[src/rtl/pipe_pkg.sv]
// ---------------------------------------------------------------------------
// pipe_pkg
// Shared types for the pipeline-stage register family.
//   stage_state_e : occupancy state of a stage (EMPTY / ONE / TWO entries)
//   state_to_occ  : maps a state onto the 2-bit occupancy count
// ---------------------------------------------------------------------------
package pipe_pkg;

  typedef enum logic [1:0] {
    ST_EMPTY = 2'b00,
    ST_ONE   = 2'b01,
    ST_TWO   = 2'b10
  } stage_state_e;

  // Number of entries held in a given state. The encoding already equals the
  // count, but the explicit table keeps the occupancy port independent of
  // any future re-encoding of the state.
  function automatic logic [1:0] state_to_occ(input stage_state_e st);
    logic [1:0] occ;
    case (st)
      ST_EMPTY: occ = 2'd0;
      ST_ONE:   occ = 2'd1;
      ST_TWO:   occ = 2'd2;
      default:  occ = 2'd0;
    endcase
    return occ;
  endfunction

endpackage

[src/rtl/flopenr.sv]
// ---------------------------------------------------------------------------
// flopenr
// Resettable flop with load enable and synchronous clear. Both reset and
// clear load RESET_VAL; reset has priority over clear, clear over enable.
//   clk    in  1      clock, posedge
//   reset  in  1      synchronous, active-high
//   i_clr  in  1      synchronous clear to RESET_VAL
//   i_en   in  1      load i_d
//   i_d    in  WIDTH  data in
//   o_q    out WIDTH  registered data out
// ---------------------------------------------------------------------------
module flopenr #(
  parameter int              WIDTH     = 9,
  parameter logic [WIDTH-1:0] RESET_VAL = '0
) (
  input  logic             clk,
  input  logic             reset,
  input  logic             i_clr,
  input  logic             i_en,
  input  logic [WIDTH-1:0] i_d,
  output logic [WIDTH-1:0] o_q
);

  logic [WIDTH-1:0] r_q;

  // Data register: reset > clear > load > hold.
  always_ff @(posedge clk) begin
    if (reset) begin
      r_q <= RESET_VAL;
    end else if (i_clr) begin
      r_q <= RESET_VAL;
    end else if (i_en) begin
      r_q <= i_d;
    end else begin
      r_q <= r_q;
    end
  end

  assign o_q = r_q;

endmodule

[src/rtl/pipe_stage_reg.sv]
// ---------------------------------------------------------------------------
// pipe_stage_reg
// Pipeline-stage register with valid/ready handshake, flush and an optional
// skid entry. With SKID=1 the stage holds up to two beats and in_ready is a
// flop output, so no combinational ready path crosses the stage boundary.
// With SKID=0 it is a single entry whose in_ready follows out_ready.
//   clk        in   1      clock, posedge
//   reset      in   1      synchronous, active-high
//   flush      in   1      synchronous squash of all held entries
//   in_valid   in   1      upstream payload valid
//   in_ready   out  1      stage can accept this cycle
//   in_data    in   WIDTH  upstream payload
//   out_valid  out  1      downstream payload valid
//   out_ready  in   1      downstream accepts
//   out_data   out  WIDTH  payload presented downstream (main register)
//   occupancy  out  2      entries held: 0, 1 or 2
// ---------------------------------------------------------------------------
module pipe_stage_reg
  import pipe_pkg::*;
#(
  parameter int               WIDTH     = 9,
  parameter logic [WIDTH-1:0] RESET_VAL = '0,
  parameter int               SKID      = 1
) (
  input  logic             clk,
  input  logic             reset,
  input  logic             flush,
  input  logic             in_valid,
  output logic             in_ready,
  input  logic [WIDTH-1:0] in_data,
  output logic             out_valid,
  input  logic             out_ready,
  output logic [WIDTH-1:0] out_data,
  output logic [1:0]       occupancy
);

  stage_state_e     r_state;
  stage_state_e     w_next_state;

  logic             w_in_ready;
  logic             w_out_valid;
  logic             w_in_fire;
  logic             w_out_fire;
  logic             w_main_en;
  logic             w_main_sel_skid;
  logic             w_skid_en;
  logic [WIDTH-1:0] w_main_d;
  logic [WIDTH-1:0] w_main_q;
  logic [WIDTH-1:0] w_skid_q;

  // Any non-empty state has the head beat sitting in the main register.
  assign w_out_valid = (r_state != ST_EMPTY);
  assign w_in_fire   = in_valid & w_in_ready;
  assign w_out_fire  = w_out_valid & out_ready;

  // Next-state and register-enable decode; flush overrides the handshake.
  always_comb begin
    w_next_state    = r_state;
    w_main_en       = 1'b0;
    w_main_sel_skid = 1'b0;
    w_skid_en       = 1'b0;
    if (flush) begin
      // Held entries and any beat accepted this cycle are squashed.
      w_next_state = ST_EMPTY;
    end else begin
      case (r_state)
        ST_EMPTY: begin
          if (w_in_fire) begin
            w_next_state = ST_ONE;
            w_main_en    = 1'b1;
          end else begin
            w_next_state = ST_EMPTY;
          end
        end
        ST_ONE: begin
          if (w_in_fire && w_out_fire) begin
            w_next_state = ST_ONE;
            w_main_en    = 1'b1;
          end else if (w_in_fire) begin
            // Head is stalled: park the new beat behind it. Without a skid
            // entry in_ready tracks out_ready, so this arm cannot be reached.
            if (SKID != 0) begin
              w_next_state = ST_TWO;
              w_skid_en    = 1'b1;
            end else begin
              w_next_state = ST_ONE;
            end
          end else if (w_out_fire) begin
            w_next_state = ST_EMPTY;
          end else begin
            w_next_state = ST_ONE;
          end
        end
        ST_TWO: begin
          // in_ready is low here, so only the drain of the head can happen;
          // the parked beat then moves up, preserving FIFO order.
          if (w_out_fire) begin
            w_next_state    = ST_ONE;
            w_main_en       = 1'b1;
            w_main_sel_skid = 1'b1;
          end else begin
            w_next_state = ST_TWO;
          end
        end
        default: begin
          w_next_state = ST_EMPTY;
        end
      endcase
    end
  end

  // State register.
  always_ff @(posedge clk) begin
    if (reset) begin
      r_state <= ST_EMPTY;
    end else begin
      r_state <= w_next_state;
    end
  end

  assign w_main_d = w_main_sel_skid ? w_skid_q : in_data;

  flopenr #(
    .WIDTH     (WIDTH),
    .RESET_VAL (RESET_VAL)
  ) u_main (
    .clk   (clk),
    .reset (reset),
    .i_clr (flush),
    .i_en  (w_main_en),
    .i_d   (w_main_d),
    .o_q   (w_main_q)
  );

  generate
    if (SKID != 0) begin : gen_skid
      logic r_in_ready;

      // Registered ready: low exactly while the stage will be full.
      always_ff @(posedge clk) begin
        if (reset) begin
          r_in_ready <= 1'b1;
        end else begin
          r_in_ready <= (w_next_state != ST_TWO);
        end
      end

      assign w_in_ready = r_in_ready;

      flopenr #(
        .WIDTH     (WIDTH),
        .RESET_VAL (RESET_VAL)
      ) u_skid (
        .clk   (clk),
        .reset (reset),
        .i_clr (flush),
        .i_en  (w_skid_en),
        .i_d   (in_data),
        .o_q   (w_skid_q)
      );
    end else begin : gen_no_skid
      // Single entry: accept whenever the held beat leaves this cycle.
      assign w_in_ready = ~w_out_valid | out_ready;
      assign w_skid_q   = RESET_VAL;
    end
  endgenerate

  assign in_ready  = w_in_ready;
  assign out_valid = w_out_valid;
  assign out_data  = w_main_q;
  assign occupancy = state_to_occ(r_state);

endmodule

[config.mk]
export PLATFORM = sky130hd
export DESIGN_NAME = pipe_stage_reg
export DESIGN_NICKNAME = d
export VERILOG_FILES = /design/src/rtl/pipe_pkg.sv /design/src/rtl/flopenr.sv /design/src/rtl/pipe_stage_reg.sv
export SDC_FILE = /design/constraint.sdc
export NUM_CORES = 1
export LEC_CHECK = 0
export ABC_CLOCK_PERIOD_IN_PS = 3350
export CELL_PAD_IN_SITES_DETAIL_PLACEMENT = 2
export CELL_PAD_IN_SITES_GLOBAL_PLACEMENT = 2
export CORE_MARGIN = 8
export CORE_UTILIZATION = 39
export CTS_CLUSTER_DIAMETER = 200
export DETAILED_ROUTE_END_ITERATION = 7
export DONT_BUFFER_PORTS = 1
export PLACE_DENSITY_LB_ADDON = 0.15
export SETUP_SLACK_MARGIN = 0.2
export SYNTH_ARGS = -nofsm -noshare
export SYNTH_HDL_FRONTEND = slang
export SYNTH_SLANG_ARGS = --single-unit
[constraint.sdc]
create_clock -name clk -period 3.35 [get_ports clk]
set_input_delay 0.335 -clock clk [delete_from_list [all_inputs] [get_ports clk]]
set_output_delay 0.335 -clock clk [all_outputs]
set_load 0.05 [all_outputs]
# Word-level counts from Yosys, hierarchy flattened
# Cells that the tools add are included.
word_totals:
  reg_bits: 21
  inputBits: 14
  out_inout_bits: 13
  elab_cells: 32
op_classes:
  eq_ne: 3
  muxes: 19
  bitwise_logic: 2
  n_reduce_logical: 4
ops:
  columns: ["operator", "count"]
  rows:
  - ["1-bit 2-to-1 mux", 11]
  - ["9-bit 2-to-1 mux", 1]
  - ["2-bit 2-to-1 mux", 4]
  - ["2-bit case mux with 3 select lines", 1]
  - ["2-bit case mux with 2 select lines", 1]
  - ["1-bit case mux with 3 select lines", 1]
  - ["1-bit AND", 2]
  - ["2-bit by 1-bit == test with 1-bit output (second input constant)", 1]
  - ["2-bit == test (second input constant)", 1]
  - ["2-bit logical NOT", 1]
  - ["2-bit inequality test (second input constant)", 1]
  - ["2-bit nonzero test", 1]
  - ["2-bit OR reduction", 1]
  - ["1-bit logical AND", 1]

# Logic depth before layout (Yosys ltp)
# Gate-level depths: netlist of the first run.
logic_depth:
  ltp_word: 8
  ltp_mapped: 8
  mapped_depth_nobuf: 6

# By module
# A second synthesis of the first run with hierarchy kept.
hier_totals:
  cells_unflattened: 94
  hier_area_um2: 1004.7
by_module_without_submodules:
  columns: ["module", "instances", "cells_each", "area_per_inst_um2", "seq_area_each_um2"]
  rows:
  - ["flopenr", 2, 30, 329.1, 180.2]
  - ["pipe_stage_reg", 1, 34, 346.6, 60.1]

# Least setup slack after synthesis of the first run
# No wires, ideal clock.
synth_path:
  path_type: "register to register"
  from: "reg r_state[0]"
  to: "reg u_main.r_q[0] (netlist: u_main.o_q[0])"
  setup_time_ps: 86
  arrival_ps: 2054
  required_time_ps: 3264
  setup_slack_ps: 1210
  stages_incl_launch_ff: 9
  path_buffers: 2
  synth_period_minus_slack_ps: 2140
  path_cell_list: "dfxtp_1 or2_2 and2_1 ha_1 and4bb_1 buf_1 a211o_1 buf_6 a211oi_1"
synth_between:
  elab_chain_len: 6
  word_cells_on_any_way: 13
  cone_classes: "eq/ne (2); mux (7); bitwise (1); reduce/logical (3)"
synth_rtl:
  columns: ["element", "line_no", "rtl"]
  rows:
  - ["from (decl)", "pipe_stage_reg.sv:37", "stage_state_e r_state;"]
  - ["from (signal assigned)", "pipe_stage_reg.sv:117", "r_state <= w_next_state;"]
  - ["2-bit nonzero test (*)", "pipe_stage_reg.sv:52", "assign w_out_valid = (r_state != ST_EMPTY);"]
  - ["net out_valid", "pipe_stage_reg.sv:31", "output logic out_valid,"]
  - ["1-bit AND (*)", "pipe_stage_reg.sv:54", "assign w_out_fire = w_out_valid & out_ready;"]
  - ["1-bit logical AND / 1-bit 2-to-1 mux (equally long branches)", "pipe_stage_reg.sv:76, pipe_stage_reg.sv:97", null]
  - ["1-bit 2-to-1 mux (on tied branches)", "pipe_stage_reg.sv:76, pipe_stage_reg.sv:66", null]
  - ["1-bit case mux with 3 select lines / 1-bit 2-to-1 mux (equally long branches)", "pipe_stage_reg.sv:66, pipe_stage_reg.sv:62", null]
  - ["1-bit 2-to-1 mux / 9-bit 2-to-1 mux (equally long branches)", "pipe_stage_reg.sv:62, pipe_stage_reg.sv:121", null]
  - ["to (signal assigned)", "flopenr.sv:33", "r_q <= i_d;"]
  - ["to (signal assigned)", "flopenr.sv:35", "r_q <= r_q;"]
  - ["to (decl)", "flopenr.sv:24", "logic [WIDTH-1:0] r_q;"]
# Mark *: on every way through the listed nets, which the timed path passes. The rest lies on a longest branch.
# A chain may end at the register's enable or synchronous reset.

# Worst setup path after layout of the first run
layout_path:
  from: "reg r_state[0]"
  to: "reg u_main.r_q[7] (netlist: u_main.o_q[7])"
# The elaborated chain is that of the path after synthesis.

==> results of run 1 <==
[routing by layer]
layer  track usage [%]  vias up  part of all wire, %
met1              15.4      392                   46
met4              2.35        0                 0.37
met3              5.79        2                  8.9
li1                  -      411                    -
met5                 0        -                    0
met2              19.2       17                   45
[cell usage after synthesis (all sizes together)]
cell type / instances
a21o: 1
nand2b: 1
mux2i: 9
nor3: 1
dfxtp: 21
nand3b: 1
nand4b: 1
nor2: 2
a21oi: 11
or3: 1
a211oi: 9
clkbuf: 4
and2b: 1
o21ai: 9
and4bb: 3
nand3: 9
a2111oi: 9
and4b: 1
clkinv: 1
ha: 1
nand2: 1
a211o: 1
or2: 3
buf: 5
and2: 2
nor2b: 1
[cells by family (layout without fill, tap and decap cells)]
kind of cell             count (synthesis)  count (layout)  synth area share [%]
AO/OA/AOI/OAI                           40              40                  25.5
adder cells (fa/ha/maj)                  1               1                  1.21
buffers and inverters                   10               6                  5.95
flip-flops                              21              21                  40.8
multiplexers                             9               9                  8.75
AND/OR/NAND/NOR                         28              28                  17.7
[power by group]
part	internal (W)	switching, W
Sequential	0.000254	0.0000174
Clock	0.0000464	0.0000718
Combinational	0.0000140	0.0000283
[flip-flops by register name, summed over array words and instances, names as in the netlist]
signal and cells:
gen_skid.u_skid.o_q 9, in_ready 1, r_state 2, u_main.o_q 9
[through the flow]
stage	hold WS [ns]	instance area, um2	total power [W]
floorplan	0.414	1030	0.000314
global placement	0.417	1020	0.000320
detailed placement	0.418	1020	0.000321
CTS	0.0821	1040	0.000438
global route	0.0749	1040	0.000451
finish	0.0969	1040	0.000432
[area by class of cell]
type                    count  share of cell area [%]
flip-flops and latches     21                    40.3
clock buffers               4                    2.52
multi-input cells          78                    52.5
well taps                  30                    3.60
repair buffers              1                   0.719
inverters                   1                   0.360
[path summary, 6_finish.rpt]
path	slack [ns]	endpoint	cells past startpoint
max	1.06	u_main.o_q[7]$_SDFFE_PP0P_	6
min	0.1	r_state[1]$_SDFF_PP0_	1
max reg2reg	1.06	u_main.o_q[7]$_SDFFE_PP0P_	6
min reg2reg	0.49	gen_skid.u_skid.o_q[1]$_SDFFE_PP0P_	2
[worst reg2reg max path, cell delays in order, from the launching register on]
cell,delay [ns]
dfxtp_1,0.39
or2_2,0.46
and2_1,0.21
ha_1,0.18
and4bb_1,0.27
a211o_1,0.42
a211oi_1,0.26
==> flow_summary.yaml, run 1 <==
global_routing:
  grt_util_all_layers_pct: 12.4
  grt_pass1_wl_um: 4310
  overflow: 0
  grt_pass1_vias: 845
  antenna_found_initial: 0
  grt_max_degree: 22
drt:
  ant_nets: 0
  drt-vias-per-instance: 6.09
  vias: 822
  drt_iter0_markers: 30
  firstDrtPassIters: 3
  wl_per_cell_um: 19.8
  drc: 0
  wirelength_um: 2680
worst_setup_path:
  crit_required_ns: 3.56
  cp.buffers_inverters: 0
  r2r_start: "r_state[0]$_SDFF_PP0_"
  cp.arrival_ns: 2.50
  crit_family: "simple AND/OR/NAND/NOR gates"
  cp_slowest_stage_delay_ns: 0.46
  startpoint: "r_state[0]$_SDFF_PP0_"
  crit_type: "reg -> reg"
  end_kind: "flop"
  cp_cell_sequence: "or2_2 -> and2_1 -> ha_1 -> and4bb_1 -> a211o_1 -> a211oi_1"
  path_max_fanout: 10
  cp-start-kind: "flop"
  crit_path_top_delay_cell: "or2_2"
power:
  vdd_drop_max_mv: 0.309
  cellLeakagePower_nw: 0.322
  power_density_mw_per_mm2: 414
cells_and_area:
  final_layout_size_suffix_gt1_share_pct: 7.62
  fin_util_pct: 41.7
  final_common_cell: "dfxtp_1"
  multi_input_area_um2: 548
  area_growth_pct: 1.34
  regArea_um2: 420
  final_cells: 135
  final_cell_mix: "dfxtp_1 (21), a21oi_1 (11)"
  n_fill_cell: 284
  nets: 121
  diodes: 0
timing:
  fmax_ghz: 0.437
  finalCriticalPeriod_ns: 2.29
  rsz0062_at_grt: "false"
  period_share_pct: 68.3
  fin_worst_skew_ns: 0.00315
  max_slew.worst_pin.slew_ns: 0.632
  setup_viol: 0
  setup_ws_ns: 1.06
  tns_ns: 0
  slew_violations: 0
  hold_viol_final: 0
  relSlewSlack_pct: 57.8
cts:
  cts_resized: 0
  clk-insertion-delay-late_ns: 0.30
  cts_hold_buffers: 0
  numCtsBuffers: 3
  clock-root-buffer: "clkbuf_4"
  post_cts_buffers: 0
  cts_tree: "done"
  cts-htree-levels: 1
  clock_sinks: 21
  clkTransAtPathRegs_ns: 0.11
  cts_buffer_depth: 2
placed_design:
  place_inst: 131
  place.gp.congestion: 0.740
  dpl.hpwl_um: 2090
  pre_cts_slack_ns: 1.07
  numPortBuffers: 0
synthesis:
  synth_top_area_share_pct: 40.8
  synth_seq_cells: 21
  synth_cell_types: 29
  synthesis.area_mm2: 0.00103
  synthCells: 109
  synth_top_cell_by_area: "dfxtp_1"
  synth_nets: 124
  synth_top_cells_by_area: "dfxtp_1 (41%), mux2i_1 (8.7%), a2111oi_0 (7.7%)"
  ys_seq_area_share_pct: 40.8
  ys_warn_count: 0
  synth_area_per_cell_um2: 9.45
floorplan:
  fp.dieW_um: 67.4
  start_util_pct: 41.2
  num_rows: 18
  core_mm2: 0.00250
  die_h_um: 67.4
  io-pin-count: 27
  dieArea_mm2: 0.00454
hold_path:
  holdCritStartpoint: "out_ready"
  hp-class: "in -> reg"
job:
  maxCapViolCount: 0
status:
  status: "finished clean"
Note: power is estimated with default switching activity, not from simulation.
==> run 2: changes to the inputs <==
Settings changed: ABC_CLOCK_PERIOD_IN_PS 3350 to 2400, CORE_UTILIZATION 39 to 36.
Clock period 3.35 ns to 2.4 ns, I/O delays scaled along.
==> run 2 against run 1 <==
  * Die area up 6.3%
  * Sequential share of layout area down 2.0 points
  * Critical path type unchanged
  * Sequential power up 39%
==> flow_summary.yaml, run 2 (same netlist as run 1, synthesis figures left out) <==
timing:
  fin_worst_skew_ns: 0.0113
  period_share_pct: 85.9
  rsz0062_at_grt: "false"
  setup_viol: 0
  slew_violations: 0
  max_slew.worst_pin.slew_ns: 0.660
  setup_ws_ns: 0.337
  fmax_ghz: 0.485
  hold_viol_final: 0
  finalCriticalPeriod_ns: 2.06
  relSlewSlack_pct: 55.8
  tns_ns: 0
cts:
  clk-insertion-delay-late_ns: 0.31
  clock_sinks: 21
  numCtsBuffers: 3
  clock-root-buffer: "clkbuf_4"
  cts_tree: "done"
  cts-htree-levels: 1
  clkTransAtPathRegs_ns: 0.13
  cts_buffer_depth: 2
  post_cts_buffers: 0
worst_setup_path:
  timing.reg2reg.setup_slack_ns: 0.34
  crit_required_ns: 2.63
  cp_cell_sequence: "or2_2 -> and2_1 -> ha_1 -> and4bb_2 -> a211o_4 -> a211oi_1"
  end_kind: "flop"
  cp_slowest_stage_delay_ns: 0.40
  cp-start-kind: "flop"
  r2r_start: "r_state[0]$_SDFF_PP0_"
  rr_endpoint: "u_main.o_q[3]$_SDFFE_PP0P_"
  critPathCapture: "u_main.o_q[3]$_SDFFE_PP0P_"
  ff2ff_path_depth: 6
  path_max_fanout: 10
  crit_type: "reg -> reg"
  cp.arrival_ns: 2.29
  startpoint: "r_state[0]$_SDFF_PP0_"
  crit_path_top_delay_cell: "dfxtp_1"
power:
  vdd_drop_max_mv: 0.363
  cellLeakagePower_nw: 0.344
  power_density_mw_per_mm2: 564
drt:
  wirelength_um: 2930
  wl_per_cell_um: 20.9
  drc: 0
  drt_iter0_markers: 45
  firstDrtPassIters: 2
  vias: 855
  drt-vias-per-instance: 6.11
  ant_nets: 0
global_routing:
  grt_pass1_wl_um: 4920
  overflow: 0
  grt_max_degree: 22
  grt_util_all_layers_pct: 12.4
  antenna_found_initial: 0
  grt_pass1_vias: 945
cells_and_area:
  final_layout_size_suffix_gt1_share_pct: 14.7
  diodes: 0
  n_fill_cell: 303
  final_cell_mix: "dfxtp_1 (21), a21oi_1 (11), mux2i_1 (9), nand3_1 (9), o21ai_0 (9)"
  design_area_mm2: 0.00110
  area_growth_pct: 6.68
  final_cells: 140
  regArea_um2: 420
  multi_input_area_um2: 568
  final_common_cell: "dfxtp_1"
  nets: 125
floorplan:
  core_mm2: 0.00273
  start_util_pct: 37.7
  num_rows: 19
  die_h_um: 69.5
  dieArea_mm2: 0.00483
  io-pin-count: 27
  fp.dieW_um: 69.5
placed_design:
  dpl.hpwl_um: 2070
  place_inst: 135
  dpl_cell_area_mm2: 0.00104
  numPortBuffers: 0
  place.gp.congestion: 0.777
  pre_cts_slack_ns: 0.250
status:
  status: "finished clean"
job:
  maxCapViolCount: 0
hold_path:
  hp-class: "in -> reg"
run 2: how the worst min path moves through the flow:
stage,start,end,cells past startpoint
global placement,out_ready,r_state[1]$_SDFF_PP0_,1
detailed placement,out_ready,r_state[1]$_SDFF_PP0_,1
floorplan,out_ready,r_state[1]$_SDFF_PP0_,1
finish,out_ready,in_ready$_SDFF_PP1_,1
CTS,out_ready,in_ready$_SDFF_PP1_,1
global route,out_ready,in_ready$_SDFF_PP1_,1
run 2: report_power, final:
group	internal [W]	leakage, nW	total (W)	switching [W]
clock network	0.0000622	0.0177	0.000173	0.000111
registers	0.000355	0.170	0.000379	0.0000240
logic	0.0000247	0.156	0.0000677	0.0000431
run 2: layout make-up:
class / count / share of cell area, %
clock buffers: 3 / 2.05
clock inverters: 1 / 0.456
inverters: 1 / 0.342
multi-input cells: 78 / 51.7
flip-flops and latches: 21 / 38.3
well taps: 31 / 3.53
repair buffers: 5 / 3.64
run 2: what timing repair did:
action | CTS | global route
setup endpoints to repair | 0 | 9
hold buffers | 1 | 0
resized for setup | 0 | 6
endpoints found under the hold margin | 1 | 0
run 2: per-layer routing:
layer,vias to the layer above,part of all wire (%),GRT usage [%]
met5,-,0,0
met4,0,0.55,2.05
met3,2,8.1,5.87
met2,17,47,20.1
met1,415,44,14.8
li1,421,-,-
run 2: stage by stage:
stage | utilization [%] | total power, W | hold WS, ns
3_3_place_gp | 38.1 | 0.000449 | 0.321
4_1_cts | 39.5 | 0.000626 | 0.0135
5_1_grt | 40.2 | 0.000653 | 0.0106
3_5_place_dp | 38.1 | 0.000451 | 0.333
2_1_floorplan | - | 0.000438 | 0.319
6_report | 40.2 | 0.000620 | 0.0252
run 2: critical path, delay by kind of cell (launching register included):
| kind | cells | cell delay [ns] |
|---|---|---|
| flops | 1 | 0.40 |
| simple gates | 3 | 0.80 |
| compound gates | 2 | 0.60 |
| fa+ha+maj | 1 | 0.19 |
==> run 3: changes to the inputs <==
Settings changed: CORE_MARGIN 8 to 2.
==> run 3 against run 2 <==
  * Critical path depth is the same
  * Power shrank 1.4%
  * Worst setup slack lost 0.0014 ns
  * Via count shrank 2.2%
  * Utilization shrank 0.73 points
  * Sequential power is essentially flat
  * Clock-buffer cell count grew 1
  * Worst hold slack gained 0.021 ns
  * Non-clock buffer count shrank 1
  * Critical path type unchanged
  * Largest power group unchanged
  * Highest routed layer unchanged
==> flow_summary.yaml, run 3 (same netlist as run 1, synthesis figures left out) <==
cts:
  clock_sinks: 21
  numCtsBuffers: 3
  cts_tree: "done"
  clock-root-buffer: "clkbuf_4"
  clkTransAtPathRegs_ns: 0.12
  cts-htree-levels: 1
  clk-insertion-delay-late_ns: 0.30
  cts_buffer_depth: 2
placed_design:
  place_inst: 134
  dpl.hpwl_um: 1870
  numPortBuffers: 0
  place.gp.congestion: 0.779
  dpl_cell_area_mm2: 0.00103
global_routing:
  grt_pass1_vias: 881
  overflow: 0
  busiest_layer: "met2"
  grt_util_all_layers_pct: 17.8
  met1_usage_pct: 24.9
  grtUsageMet3_pct: 6.35
  gr-usage-met2_pct: 26.8
  antenna_found_initial: 0
  grt_pass1_wl_um: 4520
  grt_max_degree: 22
cells_and_area:
  final_layout_size_suffix_gt1_share_pct: 11.1
  area_growth_pct: 4.74
  nets: 124
  n_fill_cell: 311
  diodes: 0
  final_cells: 139
  design_area_mm2: 0.00108
  fin_util_pct: 39.5
  final_cell_mix: "dfxtp_1 (21), a21oi_1 (11)"
  final_common_cell: "dfxtp_1"
worst_setup_path:
  cp.depth: 6
  crit_family: "simple AND/OR/NAND/NOR gates"
  cp.buffers_inverters: 0
  ff2ff_path_depth: 6
  crit_required_ns: 2.61
  cp_cell_sequence: "or2_2 -> and2_1 -> ha_1 -> and4bb_2 -> a211o_4 -> a211oi_1"
  crit_path_top_delay_cell: "dfxtp_1"
  timing.reg2reg.setup_slack_ns: 0.34
  path_max_fanout: 10
  cp_slowest_stage_delay_ns: 0.39
  cp.arrival_ns: 2.28
  end_kind: "flop"
  crit_type: "reg -> reg"
  cp-start-kind: "flop"
timing:
  relSlewSlack_pct: 57.6
  fin_worst_skew_ns: 0.00537
  setup_viol: 0
  slew_violations: 0
  rsz0062_at_grt: "false"
  fmax_ghz: 0.484
  hold_viol_final: 0
  period_share_pct: 86.0
  tns_ns: 0
  max_slew.worst_pin.slew_ns: 0.634
  holdWs_ns: 0.0457
  finalCriticalPeriod_ns: 2.06
drt:
  drt-vias-per-instance: 6.01
  ant_nets: 0
  drc: 0
  wl_per_cell_um: 19.5
  vias: 836
  wirelength_um: 2710
  drt_iter0_markers: 41
  firstDrtPassIters: 4
floorplan:
  die_h_um: 57.5
  dieArea_mm2: 0.00330
  num_rows: 19
  start_util_pct: 37.7
  core_mm2: 0.00273
  io-pin-count: 27
  fp.dieW_um: 57.5
hold_path:
  hp-class: "in -> reg"
  hold_depth: 1
job:
  maxCapViolCount: 0
power:
  vdd_drop_max_mv: 0.275
  cellLeakagePower_nw: 0.333
  power_density_mw_per_mm2: 567
status:
  status: "finished clean"
run 3: final timing paths:
check                                                          from                                   to
worst min-delay path                                      out_ready                  in_ready$_SDFF_PP1_
worst min register to register  gen_skid.u_skid.o_q[0]$_SDFFE_PP0P_  gen_skid.u_skid.o_q[0]$_SDFFE_PP0P_
worst max register to register                r_state[0]$_SDFF_PP0_           u_main.o_q[2]$_SDFFE_PP0P_
worst max-delay path                          r_state[0]$_SDFF_PP0_           u_main.o_q[2]$_SDFFE_PP0P_
run 3: power by group:
part | total (W) | switching (W) | internal, W
Sequential | 0.000379 | 0.0000238 | 0.000355
Clock | 0.000167 | 0.000103 | 0.0000647
Combinational | 0.0000647 | 0.0000418 | 0.0000230
Total | 0.000611 | 0.000168 | 0.000443
run 3: repair_timing:
action                                  4_1_cts  5_1_grt
hold buffers                                  1        0
gates resized for setup                       0        3
endpoints found under the setup margin        0        9
setup buffers                                 0        0
endpoints found under the hold margin         1        0
run 3: per-layer routing:
metal,vias up,wire [um]
met5,-,0
li1,419,-
met4,0,17
met1,397,1340
met3,2,145
met2,18,1200
run 3: stage by stage:
stage,power [W],setup slack (ns)
global route,0.000643,0.204
CTS,0.000619,0.250
finish,0.000611,0.336
floorplan,0.000438,0.260
global placement,0.000447,0.360
detailed placement,0.000449,0.272
run 3: cell type report:
type                       instances  area, um2  area share [%]
inverter                           1       3.75           0.348
tap                               31       38.8            3.60
multi-input combinational         78        557            51.6
sequential                        21        420            39.0
clock buffer                       4       26.3            2.44
timing repair buffer               4       32.5            3.02
run 3: worst register-to-register path, cell delays in order (launching register included):
cell and delay [ns]:
dfxtp_1 0.39, or2_2 0.32, and2_1 0.16, ha_1 0.18, and4bb_2 0.30, a211o_4 0.38
a211oi_1 0.25
